## src/rtl/pipelined_wallace_multiplier.sv

```systemverilog
// Wallace-tree multiplier with registered 3:2 CSA layers and a final carry-propagate adder.
// Optional feature macro: WALLACE_SIGNED_EN (adds signed_mode, Baugh-Wooley two's complement).
module pipelined_wallace_multiplier #(
    parameter int WIDTH       = 32,
    parameter int PIPE_STAGES = 3
) (
    input  logic                 clk,
    input  logic                 rst,
    input  logic                 in_valid,
    output logic                 in_ready,
    input  logic [WIDTH-1:0]     a,
    input  logic [WIDTH-1:0]     b,
`ifdef WALLACE_SIGNED_EN
    input  logic                 signed_mode,
`endif
    output logic                 out_valid,
    input  logic                 out_ready,
    output logic [2*WIDTH-1:0]   product,
    output logic [2:0]           in_flight
);

    typedef logic [2*WIDTH-1:0] row_t;

`ifdef WALLACE_SIGNED_EN
    localparam int R = WIDTH + 1;
`else
    localparam int R = WIDTH;
`endif

    function automatic int rows_after(int n, int k);
        int m;
        m = n;
        for (int i = 0; i < k; i++) m = (m / 3) * 2 + m % 3;
        return m;
    endfunction

    function automatic int num_layers(int n);
        int m;
        int l;
        m = n;
        l = 0;
        while (m > 2) begin
            m = (m / 3) * 2 + m % 3;
            l++;
        end
        return l;
    endfunction

    localparam int NL = num_layers(R);

    row_t                 w_pp       [R];
    row_t                 w_stage_in [PIPE_STAGES][R];
    row_t                 w_sum;
    logic [PIPE_STAGES:0] w_vchain;
    logic                 w_adv;
    logic                 w_in_xfer;
    logic                 w_out_xfer;

    logic [PIPE_STAGES-1:0] r_vld;
    row_t                   r_prod;
    logic [2:0]             r_cnt;

    // Partial products; in signed mode the Baugh-Wooley terms are inverted
    // and the constant 2^W + 2^(2W-1) rides in the extra row.
    always_comb begin
        logic [WIDTH-1:0] w_row;
        w_row = '0;
        for (int j = 0; j < R; j++) w_pp[j] = '0;
        for (int i = 0; i < WIDTH; i++) begin
            w_row = a & {WIDTH{b[i]}};
`ifdef WALLACE_SIGNED_EN
            if (signed_mode) begin
                if (i == WIDTH - 1) w_row[WIDTH-2:0] = ~w_row[WIDTH-2:0];
                else                w_row[WIDTH-1]   = ~w_row[WIDTH-1];
            end
`endif
            w_pp[i] = row_t'(w_row) << i;
        end
`ifdef WALLACE_SIGNED_EN
        if (signed_mode)
            w_pp[WIDTH] = (row_t'(1) << WIDTH) | (row_t'(1) << (2 * WIDTH - 1));
`endif
    end

    for (genvar j = 0; j < R; j++) begin : g_in
        assign w_stage_in[0][j] = w_pp[j];
    end

    assign w_vchain   = {r_vld, in_valid};
    assign out_valid  = w_vchain[PIPE_STAGES];
    assign w_adv      = ~(out_valid & ~out_ready);
    assign in_ready   = w_adv;
    assign w_in_xfer  = in_valid & w_adv;
    assign w_out_xfer = out_valid & out_ready;

    for (genvar s = 0; s < PIPE_STAGES; s++) begin : g_stage
        localparam int LO = (NL * s) / PIPE_STAGES;
        localparam int HI = (NL * (s + 1)) / PIPE_STAGES;

        row_t w_lay [HI-LO+1][R];

        for (genvar j = 0; j < R; j++) begin : g_src
            assign w_lay[0][j] = w_stage_in[s][j];
        end

        for (genvar k = LO; k < HI; k++) begin : g_layer
            localparam int N = rows_after(R, k);
            localparam int G = N / 3;
            for (genvar j = 0; j < R; j++) begin : g_row
                if (j < 2 * G) begin : g_csa
                    localparam int X = 3 * (j / 2);
                    row_t w_x;
                    row_t w_y;
                    row_t w_z;
                    assign w_x = w_lay[k-LO][X];
                    assign w_y = w_lay[k-LO][X+1];
                    assign w_z = w_lay[k-LO][X+2];
                    if (j % 2 == 0) begin : g_s
                        assign w_lay[k-LO+1][j] = w_x ^ w_y ^ w_z;
                    end else begin : g_c
                        assign w_lay[k-LO+1][j] =
                            ((w_x & w_y) | (w_x & w_z) | (w_y & w_z)) << 1;
                    end
                end else if (j < 2 * G + N % 3) begin : g_pass
                    assign w_lay[k-LO+1][j] = w_lay[k-LO][j + G];
                end else begin : g_zero
                    assign w_lay[k-LO+1][j] = '0;
                end
            end
        end

        if (s < PIPE_STAGES - 1) begin : g_reg
            row_t r_st [R];
            always_ff @(posedge clk or posedge rst) begin
                if (rst)
                    r_st <= '{default: '0};
                else if (w_adv && w_vchain[s])
                    r_st <= w_lay[HI-LO];
            end
            for (genvar j = 0; j < R; j++) begin : g_out
                assign w_stage_in[s+1][j] = r_st[j];
            end
        end else begin : g_final
            assign w_sum = w_lay[HI-LO][0] + w_lay[HI-LO][1];
        end
    end

    always_ff @(posedge clk or posedge rst) begin
        if (rst) begin
            r_vld  <= '0;
            r_prod <= '0;
            r_cnt  <= '0;
        end else begin
            if (w_adv) r_vld <= w_vchain[PIPE_STAGES-1:0];
            // Bubbles leave the last product untouched
            if (w_adv && w_vchain[PIPE_STAGES-1]) r_prod <= w_sum;
            unique case ({w_in_xfer, w_out_xfer})
                2'b10:   r_cnt <= r_cnt + 3'd1;
                2'b01:   r_cnt <= r_cnt - 3'd1;
                default: r_cnt <= r_cnt;
            endcase
        end
    end

    assign product   = r_prod;
    assign in_flight = r_cnt;

endmodule

```

## config.mk

```make
export PLATFORM = sky130hd
export DESIGN_NAME = pipelined_wallace_multiplier
export DESIGN_NICKNAME = d
export VERILOG_FILES = /design/src/rtl/pipelined_wallace_multiplier.sv
export SDC_FILE = /design/constraint.sdc
export NUM_CORES = 2
export LEC_CHECK = 0
export BUFFER_PORTS_ARGS = -buffer_cell sky130_fd_sc_hd__buf_2
export CORE_MARGIN = 2
export CORE_UTILIZATION = 60
export CTS_CLUSTER_SIZE = 24
export DETAILED_ROUTE_END_ITERATION = 7
export GPL_TIMING_DRIVEN = 0
export PLACE_DENSITY = 0.81
export SLEW_MARGIN = 10
export SYNTH_ARGS = -nofsm -noshare
export SYNTH_HDL_FRONTEND = slang
export SYNTH_SLANG_ARGS = --single-unit
```

## constraint.sdc

```tcl
create_clock -name clk -period 30 [get_ports clk]
set_input_delay 4.5 -clock clk [delete_from_list [all_inputs] [get_ports clk]]
set_output_delay 4.5 -clock clk [all_outputs]
set_load 0.1 [all_outputs]
```

# ---- Word level (Yosys, flattened, before mapping)
# Cells that the tools add are included.
dict set report totals {
  out_inout_bits 69
  regBits 1119
}
dict set report op_classes {
  n_reduce_logical 4
  n_eq_ne 2
  bitwise_logic 247
  muxes 1
  add_sub_neg 3
}
# operator count
set ops {}
lappend ops {{AND 63 bit} 25}
lappend ops {{OR 63 bit} 22}
lappend ops {{AND 32 bit} 32}
lappend ops {{bitwise XOR 64 bit} 11}
lappend ops {{AND 62 x 63 -> 63 bit} 2}
lappend ops {{AND 61 x 62 -> 62 bit} 2}
lappend ops {{OR 62 bit} 2}
lappend ops {{AND 59 x 60 -> 60 bit} 2}
lappend ops {{bitwise XOR 59 x 60 -> 60 bit} 2}
lappend ops {{AND 56 x 59 -> 59 bit} 2}
lappend ops {{AND 56 x 58 -> 58 bit} 2}
lappend ops {{AND 53 x 55 -> 55 bit} 2}
lappend ops {{OR 55 bit} 2}
lappend ops {{AND 50 x 51 -> 51 bit} 2}
lappend ops {{bitwise XOR 50 x 51 -> 51 bit} 2}
lappend ops {{AND 47 x 49 -> 49 bit} 2}
lappend ops {{AND 44 x 46 -> 46 bit} 2}
lappend ops {{OR 46 bit} 2}
lappend ops {{AND 38 x 41 -> 41 bit} 2}
lappend ops {{AND 38 x 40 -> 40 bit} 2}
lappend ops {{AND 35 x 37 -> 37 bit} 2}
lappend ops {{OR 37 bit} 2}
lappend ops {{adder 64 bit} 1}
lappend ops {{bitwise XOR 41 x 64 -> 64 bit} 1}
lappend ops {{other kinds (124)} 129}

# ---- Longest topological paths before layout
dict set report depth {
  ltp_word 10
  depth_mapped 17
  ltp_nobuf 16
}

# ---- Worst setup path before layout
# Ideal clock, no wire load.
dict set report synth_timing {
  kind {input to output}
  start {input out_ready}
  end {output in_ready}
  arrival_ps 5601
  setup_slack_ps 19899
  cell_stages 2
  t_required_ps 25500
  path_cell_list {nand2b_1 > clkbuf_1}
}
dict set report synth_between {
  elab_chain_len 3
}
# item line_no
set synth_rtl {}
lappend synth_rtl {{start, declared} 17} ;# input logic out_ready,
lappend synth_rtl {{NOT 1 bit} 91} ;# assign w_adv = ~(out_valid & ~out_ready);
lappend synth_rtl {{AND 1 bit} 91}
lappend synth_rtl {{NOT 1 bit} 91}
lappend synth_rtl {{end, declared} 10} ;# output logic in_ready,
# No other way between the ends.

# ---- Worst setup path after layout
# Ends and elaborated chain as after synthesis.

==> flow_metrics.py <==
metrics = {
    "global_route": {
        "grt_pass1_wl_um": 294000,
        "grt_busiest_layer": "met2",
        "met1_usage_pct": 51.0,
        "grt_overflow_total": 0,
        "grt_pass1_vias": 45000,
        "grt_max_degree": 117,
        "grtUsageMet2_pct": 57.4,
        "grt_use_total_pct": 39.4,
        "grt_use_met3_pct": 13.7,
        "antenna_found_initial": 32,
    },
    "finish": {
        "stdcell_count": 6887,
        "drive_above_1_share_pct": 17.6,
        "final_nets": 6614,
        "syn_to_final_growth_pct": 9.28,
        "design_area_mm2": 0.0667,
    },
    "logic_synthesis": {
        "async_reset_ff_share_pct": 100,
        "yosysMostFrequentCell": "fa_1",
        "syn_avg_cell_area_um2": 11.8,
        "synthCells": 5189,
        "yosysUniqueCellTypes": 62,
        "synth_fp_nets": 6380,
        "ys.flop_type": "dfrtp_1",
        "synth-edff-count": 0,
        "seq_area_frac_synth_pct": 32.7,
        "synthTopCellsByArea": "dfrtp_1 33%, fa_1 30%, mux2_2 12%, and2_1 7.5%, ha_1 4.4%",
        "syn_area_mm2": 0.0611,
        "synth_seq_cells": 798,
        "synth_largest_area_cell": "dfrtp_1",
        "yosys_warnings": 0,
        "synthTopCellsByCount": "908 x fa_1, 798 x dfrtp_1, 728 x and2_1, 664 x mux2_2, 652 x inv_1",
        "synth_top_area_share_pct": 32.7,
    },
    "floorplanning": {
        "rows": 117,
        "dieArea_mm2": 0.104,
        "coreArea_mm2": 0.101,
        "die_w_um": 323,
        "initial_core_util_pct": 60.3,
        "die_y_um": 323,
        "ios": 137,
    },
    "job": {
        "drv_cap": 0,
    },
    "critical_path": {
        "crit_family": "buffers and inverters",
        "timing_worst_setup_path_type": "primary input to primary output",
        "path_cells": "buf_2, nand2b_1, clkbuf_1, buf_2",
        "critical_path.most_common_cell": "buf_2",
        "start_kind": "primary input",
        "cpPeakStageDelay_ns": 0.57,
        "cp_data_arrival_time_ns": 5.81,
        "ff2ff_setup_slack_ns": 24.75,
        "critPathSlowestCell": "clkbuf_1",
        "end_kind": "primary output",
        "cp_num_buf_inv": 3,
        "reg2reg_to": "product[62]$_DFFE_PP0P_",
        "path_max_fanout": 10,
        "reg2reg_from": "g_stage[2].g_layer[5].g_row[0].g_csa.w_y[31]$_DFFE_PP0P_",
        "required_ns": 25.50,
        "ff2ff_path_depth": 15,
    },
    "sta": {
        "relSlewSlack_pct": 11.0,
        "tightestPinTransition_ns": 1.34,
        "rsz0062_at_grt": "no",
        "hold_viol": 0,
        "period_share_pct": 34.4,
        "skew_ns": 0.0319,
        "finalCriticalPeriod_ns": 10.31,
        "tns_ns": 0,
        "setup_viol": 0,
        "maxSlewViolCount": 0,
        "fmax_ghz": 0.0970,
    },
    "worst_hold_path": {
        "hold_depth": 1,
        "hold_end": "in_flight[2]$_DFFE_PP0P_",
        "hold_start": "in_flight[2]$_DFFE_PP0P_",
        "hold_path.class": "flip-flop to flip-flop",
    },
    "clock_network": {
        "cts_buffers": 89,
        "cts_resized": 0,
        "clk-insertion-delay-late_ns": 0.70,
        "root_buffer": "clkbuf_16",
        "cts_tree": "built",
        "cts_num_sinks": 798,
        "clkSlewWorstSetupHoldPaths_ns": 0.06,
        "post_cts_buffers": 0,
        "holdBufCountCts": 0,
        "htree_levels": 3,
        "clock_path_buffers": 3,
    },
    "placed_design": {
        "place_congestion": 1.02,
        "hpwl_um": 154000,
        "io_buffers": 136,
        "place_area_mm2": 0.0637,
        "place_inst": 6700,
    },
    "route": {
        "dr_total_vias": 42100,
        "drt-initial-drc-count": 4561,
        "detail-route-antenna-nets": 0,
        "routedWlPerCell_um": 28.9,
        "drc": 0,
        "drt-total-wl_um": 199000,
        "viasPerCell": 6.11,
        "dr.pass1.iters": 8,
    },
    "status": {
        "status": "completed",
    },
}
==> layout by cell type, fill, tap and decap left out, types with 4 or more instances in the layout <==
| cell | n |
|---|---|
| fa_1 | 908 |
| dfrtp_1 | 798 |
| and2_1 | 728 |
| mux2_2 | 664 |
| inv_1 | 651 |
| nand2_1 | 468 |
| clkbuf_1 | 319 |
| ha_1 | 215 |
| buf_2 | 139 |
| o21ai_0 | 137 |
| clkbuf_16 | 91 |
| a21oi_1 | 52 |
| nor2_1 | 31 |
| xnor2_1 | 31 |
| diode_2 | 23 |
| a21o_1 | 23 |
| xor2_1 | 20 |
| clkbuf_8 | 19 |
| o21ai_1 | 18 |
| clkinv_2 | 17 |
| o21bai_1 | 14 |
| nand3_1 | 11 |
| buf_1 | 9 |
| nand4_1 | 9 |
| o21a_1 | 8 |
| a31oi_1 | 8 |
| nand2b_1 | 7 |
| nor3_1 | 7 |
| bufinv_16 | 7 |
| buf_16 | 7 |
| nor2b_1 | 4 |
| a221o_1 | 4 |
==> state kept, by name, summed over array words and instances, names as in the netlist <==
| signal | flops |
|---|---|
| g_stage.g_layer.g_row.g_csa.w_x | 228 |
| g_stage.g_layer.g_row.g_csa.w_y | 211 |
| g_stage.g_layer.g_row.g_csa.w_z | 289 |
| in_flight | 3 |
| product | 64 |
| r_vld | 3 |
==> logic make-up (layout without fill, tap and decap cells) <==
family | Yosys count | count (layout) | share of synthesized area, %
AO/OA/AOI/OAI | 306 | 306 | 3.12
buffers and inverters | 964 | 1271 | 5.93
AND/OR/NAND/NOR | 1280 | 1280 | 11.1
XOR/XNOR | 51 | 51 | 0.731
adder cells (fa/ha/maj) | 1123 | 1123 | 34.2
flip-flops | 798 | 798 | 32.7
multiplexers | 667 | 667 | 12.3
other | 0 | 23 | 0
==> layer usage <==
layer	wire (µm)	share of wire, %	vias to the layer above
met1	72400	36	22000
met2	85300	43	2697
met4	14400	7.3	14
met3	26500	13	712
li1	-	-	16700
met5	107	0.054	-
==> worst max path at each step <==
stage,cells past startpoint,start,endpoint
2_1_floorplan,1,rst,g_stage[1].g_layer[2].g_row[0].g_csa.w_x[0]$_DFFE_PP0P_
3_3_place_gp,2,rst,g_stage[1].g_layer[2].g_row[2].g_csa.w_x[26]$_DFFE_PP0P_
3_5_place_dp,4,out_ready,in_ready
4_1_cts,4,out_ready,in_ready
5_1_grt,4,out_ready,in_ready
6_report,4,out_ready,in_ready
==> layout make-up <==
cell class              instances  area [µm²]
fillers                      7447       34600
clock inverters                34         405
well taps                    1368        1710
diodes                         23        57.6
inverters                     652        2450
repair buffers                143         873
clock buffers                 130        2610
flip-flops and latches        798       20000
multi-input cells            3427       37500
plain buffers                 312        1180
==> worst reg2reg max path: cells and delay by family (launching register included) <==
kind            cells  cell delay [ns]
simple gates        3             0.81
xor+xnor            1             0.14
buf+inv             2             0.50
fa+ha+maj           4             1.83
flops               1             0.46
compound gates      5             1.36
==> metrics by stage <==
stage / utilization (%) / setup WS, ns / hold WS (ns)
final: 65.9 / 19.69 / 0.456
after global placement: 62.6 / -6.03 / 0.452
after floorplan: - / 3.09 / 0.446
after global routing: 65.8 / 19.67 / 0.483
after detailed placement: 62.8 / 19.67 / 0.453
after CTS: 65.8 / 19.67 / 0.465
Power is not shown: default switching activity piles up to over one toggle a cycle in this logic, so the estimate is an artifact.
